**src/rtl/count_en_gen.sv**
```systemverilog
// Enable generator for the downstream 4-bit counter: conditions run/step buttons
// (2-FF sync, debounce, press detect) and drives en from an idle/run/step FSM.
module count_en_gen #(
  parameter int DEBOUNCE_CYCLES = 4,
  parameter int PRESCALE        = 1
) (
  input  logic clk,
  input  logic rst,
  input  logic btn_run,
  input  logic btn_step,
  output logic en,
  output logic running
);

  localparam int CW = $clog2(DEBOUNCE_CYCLES + 1);
  localparam int PW = (PRESCALE > 1) ? $clog2(PRESCALE) : 1;

  typedef enum logic [1:0] {
    IDLE = 2'd0,
    RUN  = 2'd1,
    STEP = 2'd2
  } state_t;

  logic [1:0] btn_raw;
  logic [1:0] press;
  logic       run_press;
  logic       step_press;

  assign btn_raw    = {btn_step, btn_run};
  assign run_press  = press[0];
  assign step_press = press[1];

  genvar gi;
  generate
    for (gi = 0; gi < 2; gi++) begin : g_btn
      logic          sync1_reg;
      logic          sync2_reg;
      logic          deb_reg;
      logic          deb_d_reg;
      logic [CW-1:0] cnt_reg;

      // cnt_reg holds the length of the current run of mismatching samples;
      // the level flips on the DEBOUNCE_CYCLES-th one.
      always_ff @(posedge clk or posedge rst) begin
        if (rst) begin
          sync1_reg <= 1'b0;
          sync2_reg <= 1'b0;
          deb_reg   <= 1'b0;
          deb_d_reg <= 1'b0;
          cnt_reg   <= '0;
        end else begin
          sync1_reg <= btn_raw[gi];
          sync2_reg <= sync1_reg;
          deb_d_reg <= deb_reg;
          if (sync2_reg == deb_reg) begin
            cnt_reg <= '0;
          end else if (cnt_reg == CW'(DEBOUNCE_CYCLES - 1)) begin
            deb_reg <= ~deb_reg;
            cnt_reg <= '0;
          end else begin
            cnt_reg <= cnt_reg + 1'b1;
          end
        end
      end

      assign press[gi] = deb_reg & ~deb_d_reg;
    end
  endgenerate

  state_t        state_reg;
  state_t        state_next;
  logic [PW-1:0] presc_reg;
  logic [PW-1:0] presc_next;

  always_ff @(posedge clk or posedge rst) begin
    if (rst) begin
      state_reg <= IDLE;
      presc_reg <= '0;
    end else begin
      state_reg <= state_next;
      presc_reg <= presc_next;
    end
  end

  // Prescaler is only live in RUN; every other path leaves it at zero.
  always_comb begin
    state_next = state_reg;
    presc_next = '0;
    case (state_reg)
      IDLE: begin
        if (run_press) begin
          state_next = RUN;
        end else if (step_press) begin
          state_next = STEP;
        end
      end
      RUN: begin
        if (run_press) begin
          state_next = IDLE;
        end else if (presc_reg == PW'(PRESCALE - 1)) begin
          presc_next = '0;
        end else begin
          presc_next = presc_reg + 1'b1;
        end
      end
      STEP:    state_next = IDLE;
      default: state_next = IDLE;
    endcase
  end

  assign running = (state_reg == RUN);
  assign en      = (state_reg == STEP) ||
                   ((state_reg == RUN) && (presc_reg == PW'(PRESCALE - 1)));

endmodule

```
**config.mk**
```make
export PLATFORM = sky130hd
export DESIGN_NAME = count_en_gen
export DESIGN_NICKNAME = d
export VERILOG_FILES = /design/src/rtl/count_en_gen.sv
export SDC_FILE = /design/constraint.sdc
export NUM_CORES = 1
export LEC_CHECK = 0
export BUFFER_PORTS_ARGS = -buffer_cell sky130_fd_sc_hd__buf_2
export CAP_MARGIN = 5
export CORE_MARGIN = 2
export CORE_UTILIZATION = 40
export DETAILED_ROUTE_END_ITERATION = 10
export PLACE_DENSITY = 0.57
export SLEW_MARGIN = 25
export SYNTH_ARGS = -nofsm -noshare
export SYNTH_HDL_FRONTEND = slang
export SYNTH_SLANG_ARGS = --single-unit
```
**constraint.sdc**
```tcl
create_clock -name clk -period 1.6 [get_ports clk]
set_clock_uncertainty 0.05 [all_clocks]
set_input_delay 0.08 -clock clk [delete_from_list [all_inputs] [get_ports clk]]
set_output_delay 0.08 -clock clk [all_outputs]
set_load 0.03 [all_outputs]
```
## Word-level counts from Yosys, hierarchy flattened

Index checks and enable logic that the tools add are counted.

- Reductions and logical operators: 6
- Equal/unequal tests: 8
- Bitwise logic cells: 9
- $add $sub $neg: 3
- Multiplexer cells: 11

Operators with widths:

| cell | count |
|---|---|
| $mux 3 | 4 |
| $not 1->1 | 7 |
| $add 3x1->3 const B | 2 |
| $eq 3x2->1 const B | 2 |
| $mux 2 | 3 |
| $reduce_and 2->1 | 3 |
| $pmux 2 s2 | 1 |
| $mux 1 | 3 |
| $ne 3x3->1 const B | 1 |
| $and 1x1->1 | 2 |
| $eq 1x1->1 | 2 |
| $eq 2x1->1 const B | 1 |
| $eq 2x2->1 const B | 1 |
| $logic_not 2->1 | 1 |
| $ne 2x1->1 const B | 1 |
| $add 1x1->1 const B | 1 |
| $logic_and 1x1->1 | 1 |
| $logic_or 1x1->1 | 1 |

- Word-level logic and storage cells: 49
- Output and inout port bits: 2
- Input bits: 4
- Bits in registers: 17

## Logic depth before layout (Yosys ltp)

- Depth after elaboration: 5
- Mapped depth: 4
- Depth with buffers taken out: 4

## Worst setup path before layout

Ideal clock, no wire load.

- Path type: register to register
- Start point: register state_reg[1]
- End point: register state_reg[1]
- Buffers on the path: 0
- Clock period less this slack: 1284 ps
- Arrival: 1112 ps
- Library setup time: 123 ps
- Required time: 1427 ps
- Cell stages (with the launch flop): 5
- Path slack: 316 ps
- Cells stage by stage: dfrtp_1 -> inv_1 -> ha_1 -> nor2_1 -> o221a_2

- Longest elaborated chain between the ends: 3
- Elaborated cells between the ends (all ways): 6
- Classes of those cells: 3 x eq/ne; 1 x mux; 2 x reduce/logical

RTL lines:

| what | line | text |
|---|---|---|
| from (decl) | 70 | `state_t state_reg;` |
| from (signal assigned) | 80 | `state_reg <= state_next;` |
| $eq 2x1->1 * | - |  |
| net running | 12 | `output logic running` |
| $ne 2x1->1 (no source line) | - |  |
| $reduce_and 2->1 (no source line) | - |  |

Mark *: on every way through the listed nets, which the timed path passes. The rest lies on a longest branch.
A chain may end at the register's enable or synchronous reset.

## Worst setup path in the final report

- Start point: register state_reg[0]
- End point: output port en

- Longest elaborated chain between the ends: 3
- Elaborated cells between the ends (all ways): 4
- Classes of those cells: 2 x eq/ne; 2 x reduce/logical

RTL lines:

| what | line | text |
|---|---|---|
| $eq 2x1->1 | 113 | `((state_reg == RUN) && (presc_reg == PW'(PRESCALE - 1)));` |
| $logic_and 1x1->1 | 113 |  |
| $logic_or 1x1->1 * | 112 | `assign en = (state_reg == STEP) \|\|` |
| to (decl) | 11 | `output logic en,` |

Mark *: on every way between the ends. The rest lies on a longest branch, timed or not.

==> metrics <==
PostCTS Resize Cnt=0; final slew viol count=0; max FFs per register=6; Post-synth top cells=16 x dfrtp_1, 4 x ha_1, 4 x inv_1; CP Capture Type=output port; I/O pin total=6; Crit Reg-Reg Startpoint=g_btn[0].cnt_reg[0]; CP max FO=2; total die area=1920 um^2; CTS Hold Bufs=3; Initial Util=42.6%; count of final setup violators=0; H-tree levels=1; synthesized area=634 um^2; Most used DFF post-synth=dfrtp_1; initial antenna violation count=0; PortBufs=5; DR vias/cell=4.73; global-route wire length before repair=1.51 mm; min cycle time layout=1.29 ns; dominant cell type by area after synthesis=dfrtp_1; Pleak=0.000366 uW; CP Data Arrival Time=1.16 ns; worst path required time=1.47 ns; pin count of the biggest net entering global routing=17; Synth Register Bits=16; wire length per cell=11.7 um; total number of vias=331; VDD IR max=0.739 mV; Hold Path End=g_btn[0].sync2_reg; Reg-to-Reg End=g_btn[0].deb_reg; sequential share of the synthesized area=63.1%; RSZ-0062 raised after global routing=no; path depth of the worst reg2reg path=3; Final Hold Viols=0; vias in the first global route=367; n_diodes=0; status=finished clean; Iter 0 DRT Violations=0; cells after synthesis=42; # rows=14; fillcell total=121; crit start category=register; ratio of cells with drive above 1 in the final layout=29.6%; Final Cycle Share=80.6%; Synth async-reset ratio=100%; placer's final routability congestion estimate=0.689; Ys Warns=0; pwr/cell area=1700 nW/um^2; worst min path class=register to register; most common cell in the netlist=dfrtp_1; ANT nets after route=0; Die Ht=43.8 um; sinks on the clock net=16; maxcap violations=0; Slew @ Worst Pin=0.576 ns; GRT Total Usage=11.2%; CTS root buffer=clkbuf_4; Die Span X=43.8 um; nets=63; area added between synthesis and finish=17.6%; total wire length=818 um; Max Root-Sink Buffers=2; Post-Place Worst Slack=0.373 ns; relative slew slack=61.6%; TritonCTS clock tree=done; total CTS buffers=3; post-synth top area share=63.1%; Clock transition at path regs=0.09 ns; worst hold path cell count=0; kind of critical path=register to output port; FF-to-FF setup slack=0.36 ns; min-delay src=g_btn[0].sync1_reg; fin util=50.1%; Sum Neg Setup Slack=0 ns; Pre-antenna DRT Iters=1; grt total ovfl=0; clock insertion delay at the later pin of the skew report=0.27 ns; Mean Syn Cell Area=15.1 um^2; # DRC=0; Yosys cell types=17; postcts setup bufs=0; Post-synth EDFFs=0; fmax=0.776 GHz; Post-Syn Nets=50; dominant cells by area after synthesis=dfrtp_1 63%, ha_1 7.9%, mux2_4 4.7%; final worst slack=0.311 ns; Core Box Area=1490 um^2
[metal layers]
metal / vias to the layer above / GRT usage (%) / share of wire, % / wire length [um]
li1: 167 / - / - / -
met1: 158 / 12.6 / 47 / 384
met2: 6 / 18.8 / 49 / 401
met3: 0 / 6.25 / 3.8 / 31
met4: 0 / 1.82 / 0 / 0
met5: - / 0 / 0 / 0
[stage by stage]
step	total power [uW]	area, um^2	cells	hold slack [ns]
2_1_floorplan	942	634	42	-0.0563
3_3_place_gp	988	679	63	0.0922
3_5_place_dp	1030	679	63	0.116
4_1_cts	1290	746	70	0.310
5_1_grt	1370	746	70	0.315
6_report	1270	746	70	0.305
[worst max path at each step]
stage,start,endpoint
5_1_grt,state_reg[1],running
3_5_place_dp,g_btn[0].cnt_reg[0],g_btn[0].deb_reg
2_1_floorplan,state_reg[1],state_reg[1]
3_3_place_gp,g_btn[0].cnt_reg[0],g_btn[0].deb_reg
4_1_cts,state_reg[0],en
6_report,state_reg[0],en
[layout by cell type (no fill, tap or decap)]
| cell type | instances |
|---|---|
| dfrtp_1 | 16 |
| nand2b_1 | 2 |
| ha_1 | 4 |
| nor2b_1 | 1 |
| nor2_1 | 1 |
| o221a_2 | 1 |
| xnor2_1 | 2 |
| nor3b_2 | 1 |
| a22oi_1 | 1 |
| nor3_2 | 1 |
| inv_1 | 4 |
| o22ai_1 | 1 |
| clkbuf_4 | 3 |
| and3b_1 | 1 |
| nand2b_4 | 1 |
| mux2_4 | 2 |
| nor2b_4 | 1 |
| clkbuf_8 | 1 |
| dlygate4sd3_1 | 3 |
| buf_2 | 5 |
| nor3b_1 | 2 |
[critical path, stage by stage, from the launching register on]
cell	delay (ns)
dfrtp_1	0.36
inv_1	0.06
ha_1	0.28
buf_2	0.18
[area by class of cell]
type	count	area, um^2	share of cell area [%]
well taps	16	20.0	2.68
inverters	4	15.0	2.01
flip-flops and latches	16	400	53.7
repair buffers	8	55.1	7.38
clock buffers	4	36.3	4.87
multi-input cells	22	219	29.4
[report_power, final]
group          internal [uW]  switching, uW  leakage, uW
logic                    208            223     0.000145
clock network            138            113    0.0000210
registers                519           68.4     0.000200
total                    866            405     0.000366
[kinds of logic after synthesis]
family / count (synthesis) / synth area share [%]
AO/OA/AOI/OAI: 3 / 3.95
flip-flops: 16 / 63.1
multiplexers: 2 / 4.73
XOR/XNOR: 2 / 2.76
buffers and inverters: 4 / 2.37
adder cells (fa/ha/maj): 4 / 7.89
AND/OR/NAND/NOR: 11 / 15.2
Note: power is estimated with default switching activity, not from simulation.
